`config.mk`:
```
export PLATFORM = sky130hd
export DESIGN_NAME = multi_fifo
export DESIGN_NICKNAME = d
export VERILOG_FILES = /design/src/rtl/multi_fifo_pkg.sv /design/src/rtl/multi_fifo_out_token_tracker.sv /design/src/rtl/multi_fifo.sv
export SDC_FILE = /design/constraint.sdc
export NUM_CORES = 1
export LEC_CHECK = 0
export ABC_AREA = 1
export CAP_MARGIN = 20
export CORE_MARGIN = 2
export CORE_UTILIZATION = 30
export DETAILED_ROUTE_END_ITERATION = 8
export GPL_ROUTABILITY_DRIVEN = 0
export GPL_TIMING_DRIVEN = 1
export PLACE_DENSITY = 0.6
export SYNTH_ARGS = -nofsm -noshare
export SYNTH_HDL_FRONTEND = slang
export SYNTH_SLANG_ARGS = --single-unit
```
`constraint.sdc`:
```
create_clock -name CLK -period 4.9 [get_ports CLK]
set_input_delay 1.225 -clock CLK [delete_from_list [all_inputs] [get_ports CLK]]
set_output_delay 1.225 -clock CLK [all_outputs]
set_load 0.05 [all_outputs]
```
`src/rtl/multi_fifo_pkg.sv`:
```
// Shared definitions for the latency-insensitive FIFO: token handshake helper
// and parameter defaults.
package multi_fifo_pkg;

    localparam int default_width = 8;
    localparam int default_depth = 4;
    localparam int default_logd  = 2;

    // An absent input token is trivially "consumed"; a present one only on fire.
    function automatic logic in_consumed(input logic valid, input logic fire);
        return valid ? fire : 1'b1;
    endfunction

endpackage

```
`src/rtl/multi_fifo_out_token_tracker.sv`:
```
// Tracks whether one output token has been taken during the current model step.
module out_token_tracker (
    input  logic CLK,
    input  logic RST_N,
    input  logic CONSUMED,
    input  logic fire,
    output logic VALID,
    output logic outDone
);

    logic done;

    assign outDone = done || CONSUMED;
    assign VALID   = !done;

    // Latch completion until the step fires; repeated CONSUMED while done is harmless.
    always_ff @(posedge CLK) begin
        if (!RST_N) begin
            done <= 1'b0;
        end else if (fire) begin
            done <= 1'b0;
        end else begin
            done <= outDone;
        end
    end

endmodule

```
`src/rtl/multi_fifo.sv`:
```
// Latency-insensitive FIFO: advances one model step per fire, consuming one token
// on each input channel and producing one token on each output channel.
module multi_fifo
    import multi_fifo_pkg::*;
#(
    parameter int width = default_width,
    parameter int depth = default_depth,
    parameter int logd  = default_logd
) (
    input  logic             CLK,
    input  logic             RST_N,
    input  logic [width-1:0] IN_ENQ,
    input  logic             IN_ENQ_VALID,
    output logic             IN_ENQ_CONSUMED,
    input  logic             IN_EN_ENQ,
    input  logic             IN_EN_ENQ_VALID,
    output logic             IN_EN_ENQ_CONSUMED,
    input  logic             IN_EN_DEQ,
    input  logic             IN_EN_DEQ_VALID,
    output logic             IN_EN_DEQ_CONSUMED,
    output logic [width-1:0] OUT_FIRST,
    output logic             OUT_FIRST_VALID,
    input  logic             OUT_FIRST_CONSUMED,
    output logic             OUT_NOT_EMPTY,
    output logic             OUT_NOT_EMPTY_VALID,
    input  logic             OUT_NOT_EMPTY_CONSUMED,
    output logic             OUT_NOT_FULL,
    output logic             OUT_NOT_FULL_VALID,
    input  logic             OUT_NOT_FULL_CONSUMED
);

    localparam int count_w = logd + 1;

    logic [width-1:0]   storage [depth];
    logic [logd-1:0]    head;
    logic [logd-1:0]    tail;
    logic [count_w-1:0] count;

    logic all_in;
    logic all_out;
    logic fire;
    logic done_first_out;
    logic done_ne_out;
    logic done_nf_out;
    logic is_empty;
    logic is_full;
    logic do_enq;
    logic do_deq;

    assign is_empty = (count == '0);
    assign is_full  = (count == count_w'(depth));

    assign OUT_FIRST     = storage[head];
    assign OUT_NOT_EMPTY = !is_empty;
    assign OUT_NOT_FULL  = !is_full;

    assign all_in  = IN_ENQ_VALID && IN_EN_ENQ_VALID && IN_EN_DEQ_VALID;
    assign all_out = done_first_out && done_ne_out && done_nf_out;
    assign fire    = all_in && all_out;

    assign IN_ENQ_CONSUMED    = in_consumed(IN_ENQ_VALID, fire);
    assign IN_EN_ENQ_CONSUMED = in_consumed(IN_EN_ENQ_VALID, fire);
    assign IN_EN_DEQ_CONSUMED = in_consumed(IN_EN_DEQ_VALID, fire);

    // A full FIFO drops the enqueue even when a dequeue frees a slot this step.
    assign do_enq = IN_EN_ENQ && !is_full;
    assign do_deq = IN_EN_DEQ && !is_empty;

    out_token_tracker u_first (
        .CLK      (CLK),
        .RST_N    (RST_N),
        .CONSUMED (OUT_FIRST_CONSUMED),
        .fire     (fire),
        .VALID    (OUT_FIRST_VALID),
        .outDone  (done_first_out)
    );

    out_token_tracker u_not_empty (
        .CLK      (CLK),
        .RST_N    (RST_N),
        .CONSUMED (OUT_NOT_EMPTY_CONSUMED),
        .fire     (fire),
        .VALID    (OUT_NOT_EMPTY_VALID),
        .outDone  (done_ne_out)
    );

    out_token_tracker u_not_full (
        .CLK      (CLK),
        .RST_N    (RST_N),
        .CONSUMED (OUT_NOT_FULL_CONSUMED),
        .fire     (fire),
        .VALID    (OUT_NOT_FULL_VALID),
        .outDone  (done_nf_out)
    );

    always_ff @(posedge CLK) begin
        if (!RST_N) begin
            head  <= '0;
            tail  <= '0;
            count <= '0;
        end else if (fire) begin
            if (do_enq) begin
                tail <= tail + 1'b1;
            end
            if (do_deq) begin
                head <= head + 1'b1;
            end
            count <= count + count_w'(do_enq) - count_w'(do_deq);
        end
    end

    // Storage carries no reset; its content is meaningless while count is zero.
    always_ff @(posedge CLK) begin
        if (RST_N && fire && do_enq) begin
            storage[tail] <= IN_ENQ;
        end
    end

endmodule

```
### Word-level counts from Yosys, hierarchy flattened

Memory sizes are Yosys's and may differ from the RTL's. A register that Yosys moved wholly into a read port is not among the register bits.
Cells that the tools add are included.

| storage, ports and cells | value |
|---|---|
| bits of input ports | 18 |
| bits in writable memories | 32 |
| bits in registers | 10 |
| memories | 1 |

Memories:

| name | words | bits a word | rd ports | clocked after memory_dff | write ports | line | text |
|---|---|---|---|---|---|---|---|
| storage | 4 | 8 | 1 | 1 | 1 | multi_fifo.sv:34 | `logic [width-1:0] storage [depth];` |

| operators by class | value |
|---|---|
| reductions and logical operators | 21 |
| multiplexer cells | 7 |
| bitwise gates (word level) | 1 |
| $add $sub $neg | 4 |
| eq/ne operators | 1 |

Operators with widths:

| cell | count |
|---|---|
| $logic_and A1 B1 Y1 | 9 |
| $logic_not A1 Y1 | 5 |
| $mux W1 | 5 |
| $add A2 B1 Y2 const B | 2 |
| $mux W2 | 2 |
| $reduce_and A2 Y1 | 2 |
| $add A3 B1 Y3 | 1 |
| $eq A3 B3 Y1 const B | 1 |
| $logic_not A3 Y1 | 1 |
| $logic_or A1 B1 Y1 | 3 |
| $sub A3 B1 Y3 | 1 |
| $reduce_or A2 Y1 | 1 |
| $not A1 Y1 | 1 |

### Logic depth before layout (Yosys ltp)

| depth | value |
|---|---|
| word-level depth | 8 |
| gate-level depth with buffers | 12 |
| mapped depth without buffers | 12 |

### Cells and area by module

A second synthesis with hierarchy kept.

| unflattened totals | value |
|---|---|
| cells, all modules | 180 |
| area, all modules | 1943.1 um^2 |

Modules (own cells, without submodules):

| module | area an instance (um^2) | cells each | sequential area each (um^2) | times used |
|---|---|---|---|---|
| multi_fifo | 1800.5 | 159 | 1141.1 | 1 |
| out_token_tracker | 47.5 | 7 | 20.0 | 3 |

### Worst setup path after synthesis

No wires, ideal clock.

| path | value |
|---|---|
| path type | in2out |
| start point | in OUT_NOT_FULL_CONSUMED |
| end point | out IN_ENQ_CONSUMED |
| required time | 3675 ps |
| setup slack | 1789 ps |
| data arrival time | 1886 ps |
| stages on the path | 4 |
| path buffers | 0 |
| cell sequence | nor2_2 -> nor2_2 -> nand2_4 -> nand2_1 |

| on the way | value |
|---|---|
| word-level cells in the longest chain between the ends | 4 |

RTL lines:

| what | line | text |
|---|---|---|
| start, declared | multi_fifo.sv:29 | `input logic OUT_NOT_FULL_CONSUMED` |
| $logic_or A1 B1 Y1 | multi_fifo_out_token_tracker.sv:13 | `assign outDone = done \|\| CONSUMED;` |
| $logic_and A1 B1 Y1 | multi_fifo.sv:58 | `assign all_out = done_first_out && done_ne_out && done_nf_out;` |
| $logic_and A1 B1 Y1 | multi_fifo.sv:59 | `assign fire = all_in && all_out;` |
| $mux W1 | multi_fifo_pkg.sv:11 | `return valid ? fire : 1'b1;` |
| end, declared | multi_fifo.sv:14 | `output logic IN_ENQ_CONSUMED,` |

No other way between the ends.

### Worst setup path in the final report

| path | value |
|---|---|
| start point | in IN_ENQ_VALID |
| end point | out IN_EN_ENQ_CONSUMED |

| on the way | value |
|---|---|
| word-level cells in the longest chain between the ends | 4 |

RTL lines:

| what | line | text |
|---|---|---|
| start, declared | multi_fifo.sv:13 | `input logic IN_ENQ_VALID,` |
| $logic_and A1 B1 Y1 (2 in a row) | multi_fifo.sv:57 | `assign all_in = IN_ENQ_VALID && IN_EN_ENQ_VALID && IN_EN_DEQ_VALID;` |
| $logic_and A1 B1 Y1 | multi_fifo.sv:59 |  |
| $mux W1 | multi_fifo_pkg.sv:11 |  |
| end, declared | multi_fifo.sv:17 | `output logic IN_EN_ENQ_CONSUMED,` |

No other way between the ends.

==> summary.txt <==
Clock network
  • Post-CTS Resized: 0
  • Hold_buf cts: 0
  • Clock buffer depth: 2
  • CTS tree: done
  • CTS Buf Count: 5
  • Clock transition at path regs: approximately 0.070 ns
  • CTS root buf: clkbuf_8
  • H-tree levels: 2
  • Setup Fix Bufs, Post-CTS: 0
  • Skew-Pair Late Insertion Delay: between 0.2 and 0.3 ns
  • Clock Sinks: 44

Critical path
  • Worst path cell trace: clkdlybuf4s50_1 > nand3_2 > nor2_4 > nand2_4 > nand2_1 > clkdlybuf4s50_1
  • FF-to-FF Start: count[1]
  • RR Endpoint: count[2]
  • Type of destination of the critical path: primary output
  • CP max stage delay: 0.80 ns
  • CP max stage cell: clkdlybuf4s50_1
  • Worst-path fanout max: 9
  • Reg2Reg Depth: 12
  • Flop-to-flop setup slack: 2.88 ns
  • Worst path most repeated cell: clkdlybuf4s50_1
  • Arr. time, crit path: roughly 3.0 ns
  • Crit Path Category: in -> out
  • Startpoint types: input pin
  • CP required: between 3 and 4 ns

Drt
  • Via Count: 1261
  • Detailed-route wire length per cell: about 11 um
  • Drt initial violations: 34
  • Vias per inst: 4.32
  • DRC: 0
  • TritonRoute pass-1 iters: 4
  • ANT nets after route: 0
  • Final WL: approximately 3.4 mm

Yosys
  • Syn Area/Cell: about 11 um^2
  • Synth area leader: edfxtp_1
  • Synthesis Warnings: 0
  • Number of synthesized flops with an enable pin: 32
  • Post-Syn Instances: approximately 180
  • Number of distinct library cells after synthesis: 23
  • Synthesized area: 1920 um^2
  • Post-synth top cells: edfxtp_1 (32), nor2_1 (32), inv_1 (20), nand2_1 (20), o21ai_0 (17)
  • Synth Register Bits: 44
  • Area share of the largest cell type after synthesis: 0.499
  • Seq/Total Area, Yosys: 0.624
  • Area contributors post-synth: edfxtp_1 (50%), dfxtp_1 (12%), nor2_1 (6.2%), o21ai_0 (4.4%), ha_1 (3.9%)
  • Async SR Flop Fraction: 0
  • Syn_nets: 203
  • Top_reg_cell synth: edfxtp_1

STA
  • Minimum clock period after layout: between 4 and 5 ns
  • Period utilization: 0.852
  • Endpoints failing hold: 0
  • Final-report setup violation count: 0
  • Final hold slack: 0.499 ns
  • Worst Tran Pin Value: approximately 0.55 ns
  • Relative slew margins: 0.632
  • Final Max Slew Viols: 0
  • Clk_skew: 0.00310 ns
  • RSZ-0062 raised after global routing: no
  • Setup TNS after final layout: 0 ns
  • Fmax: 240 MHz
  • Min setup slack post-route: a little over 0.7 ns

Final layout
  • Nets: 240
  • Area Growth Syn to Fin: 25.6%
  • Layout cells sized above 1: 0.126
  • Fillers: ~610
  • Antenna cells: 0

Global routing
  • Initial antenna violation count: 0
  • Total congestion overflow: 0
  • First-pass GRT wire length: ~5.6 mm
  • Total track usage: 0.102
  • Vias in the first global route: 1183
  • Largest net degree at the start of global routing: 18

Hold path
  • Hold Crit Start: head[1]
  • Hold WC Path Type: reg -> reg
  • Hold worst-path end: head[1]
  • Worst hold path depth: 2

Floorplan
  • DIE AREA: 7070 um^2
  • Die width: 84.1 um
  • Die height: 84.1 um
  • Initial Utilization: 0.307
  • Core Area: about 6300 um^2
  • Site Rows: 29
  • IO Count: 34

Run
  • MaxCap Viol Count: 0

Power and ir drop
  • Leakage: roughly 0.9 nW
  • Peak supply drop: ~120 uV
  • Power per cell area: roughly 280 nW/um^2

Place
  • IO buf count: 33
  • Dpl hpwl: 2.31 mm
  • Pre-CTS WS: 0.718 ns

Run status
  • Outcome: finished, final reports clean
## stage by stage
step,instance area (um^2),instances,util,power [W]
3_5_place_dp,2340,285,0.372,0.000476
4_1_cts,2420,292,0.385,0.000688
2_1_floorplan,1920,178,-,0.000447
5_1_grt,2420,292,0.385,0.000711
6_report,2420,292,0.385,0.000677
3_3_place_gp,2340,285,0.372,0.000476
## how the worst max path moves through the flow
| stage | startpoint | end | slack, ns | cells after the start |
|---|---|---|---|---|
| final | IN_ENQ_VALID | IN_EN_ENQ_CONSUMED | 0.72 | 6 |
| after global routing | IN_ENQ_VALID | IN_ENQ_CONSUMED | 0.63 | 6 |
| after CTS | IN_ENQ_VALID | IN_EN_ENQ_CONSUMED | 0.71 | 6 |
| after detailed placement | IN_ENQ_VALID | IN_EN_DEQ_CONSUMED | 0.72 | 6 |
| after global placement | IN_EN_DEQ_VALID | IN_ENQ_CONSUMED | 0.73 | 6 |
| after floorplan | OUT_NOT_FULL_CONSUMED | IN_ENQ_CONSUMED | 1.79 | 4 |
## metal layers
layer	vias to the layer above	global-route usage	part of all wire
met5	-	0	0
met4	0	0.0352	0.014
met3	6	0.0376	0.063
met2	34	0.167	0.47
met1	560	0.124	0.45
li1	661	-	-
## where the power goes
part           switching [W]  total (W)  internal (W)
Sequential        0.00000242   0.000404      0.000401
Combinational      0.0000369  0.0000636     0.0000266
Clock               0.000113   0.000210     0.0000964
## cell usage in the layout (no fill, tap or decap), types with 3 or more instances in the layout
cell type / count
nand2_4: 3
clkbuf_8: 5
nor2_1: 32
dfxtp_1: 12
edfxtp_1: 32
o21ai_0: 17
inv_1: 20
nor2_2: 9
ha_1: 6
nand2_1: 20
clkdlybuf4s50_1: 33
o22ai_1: 8
## critical path, delay by kind of cell
family                 cells  cell delay, ns
buffers and inverters      2            1.32
and+or+nand+nor            4            0.42
## state kept, by name (all words and copies together) (netlist names), named ones only
register and cells:
storage 32, count 3, head 2, tail 2
u_first.done 1, u_not_empty.done 1, u_not_full.done 1
## kinds of logic after synthesis
group,count (synthesis),synth area share
simple gates,71,0.184
flops,44,0.624
compound gates,29,0.0826
buf+inv,25,0.0507
fa+ha+maj,7,0.0494
xor+xnor,2,0.00910
## cell type report
type	instances	area, um^2	share of cell area
Sequential cell	44	1200	0.497
Clock inverter	2	12.5	0.00518
Inverter	22	82.6	0.0342
Timing Repair Buffer	33	330	0.137
Clock buffer	5	68.8	0.0285
Multi-Input combinational cell	109	626	0.259
Tap cell	77	96.3	0.0399
Note: power is estimated with default switching activity, not from simulation.
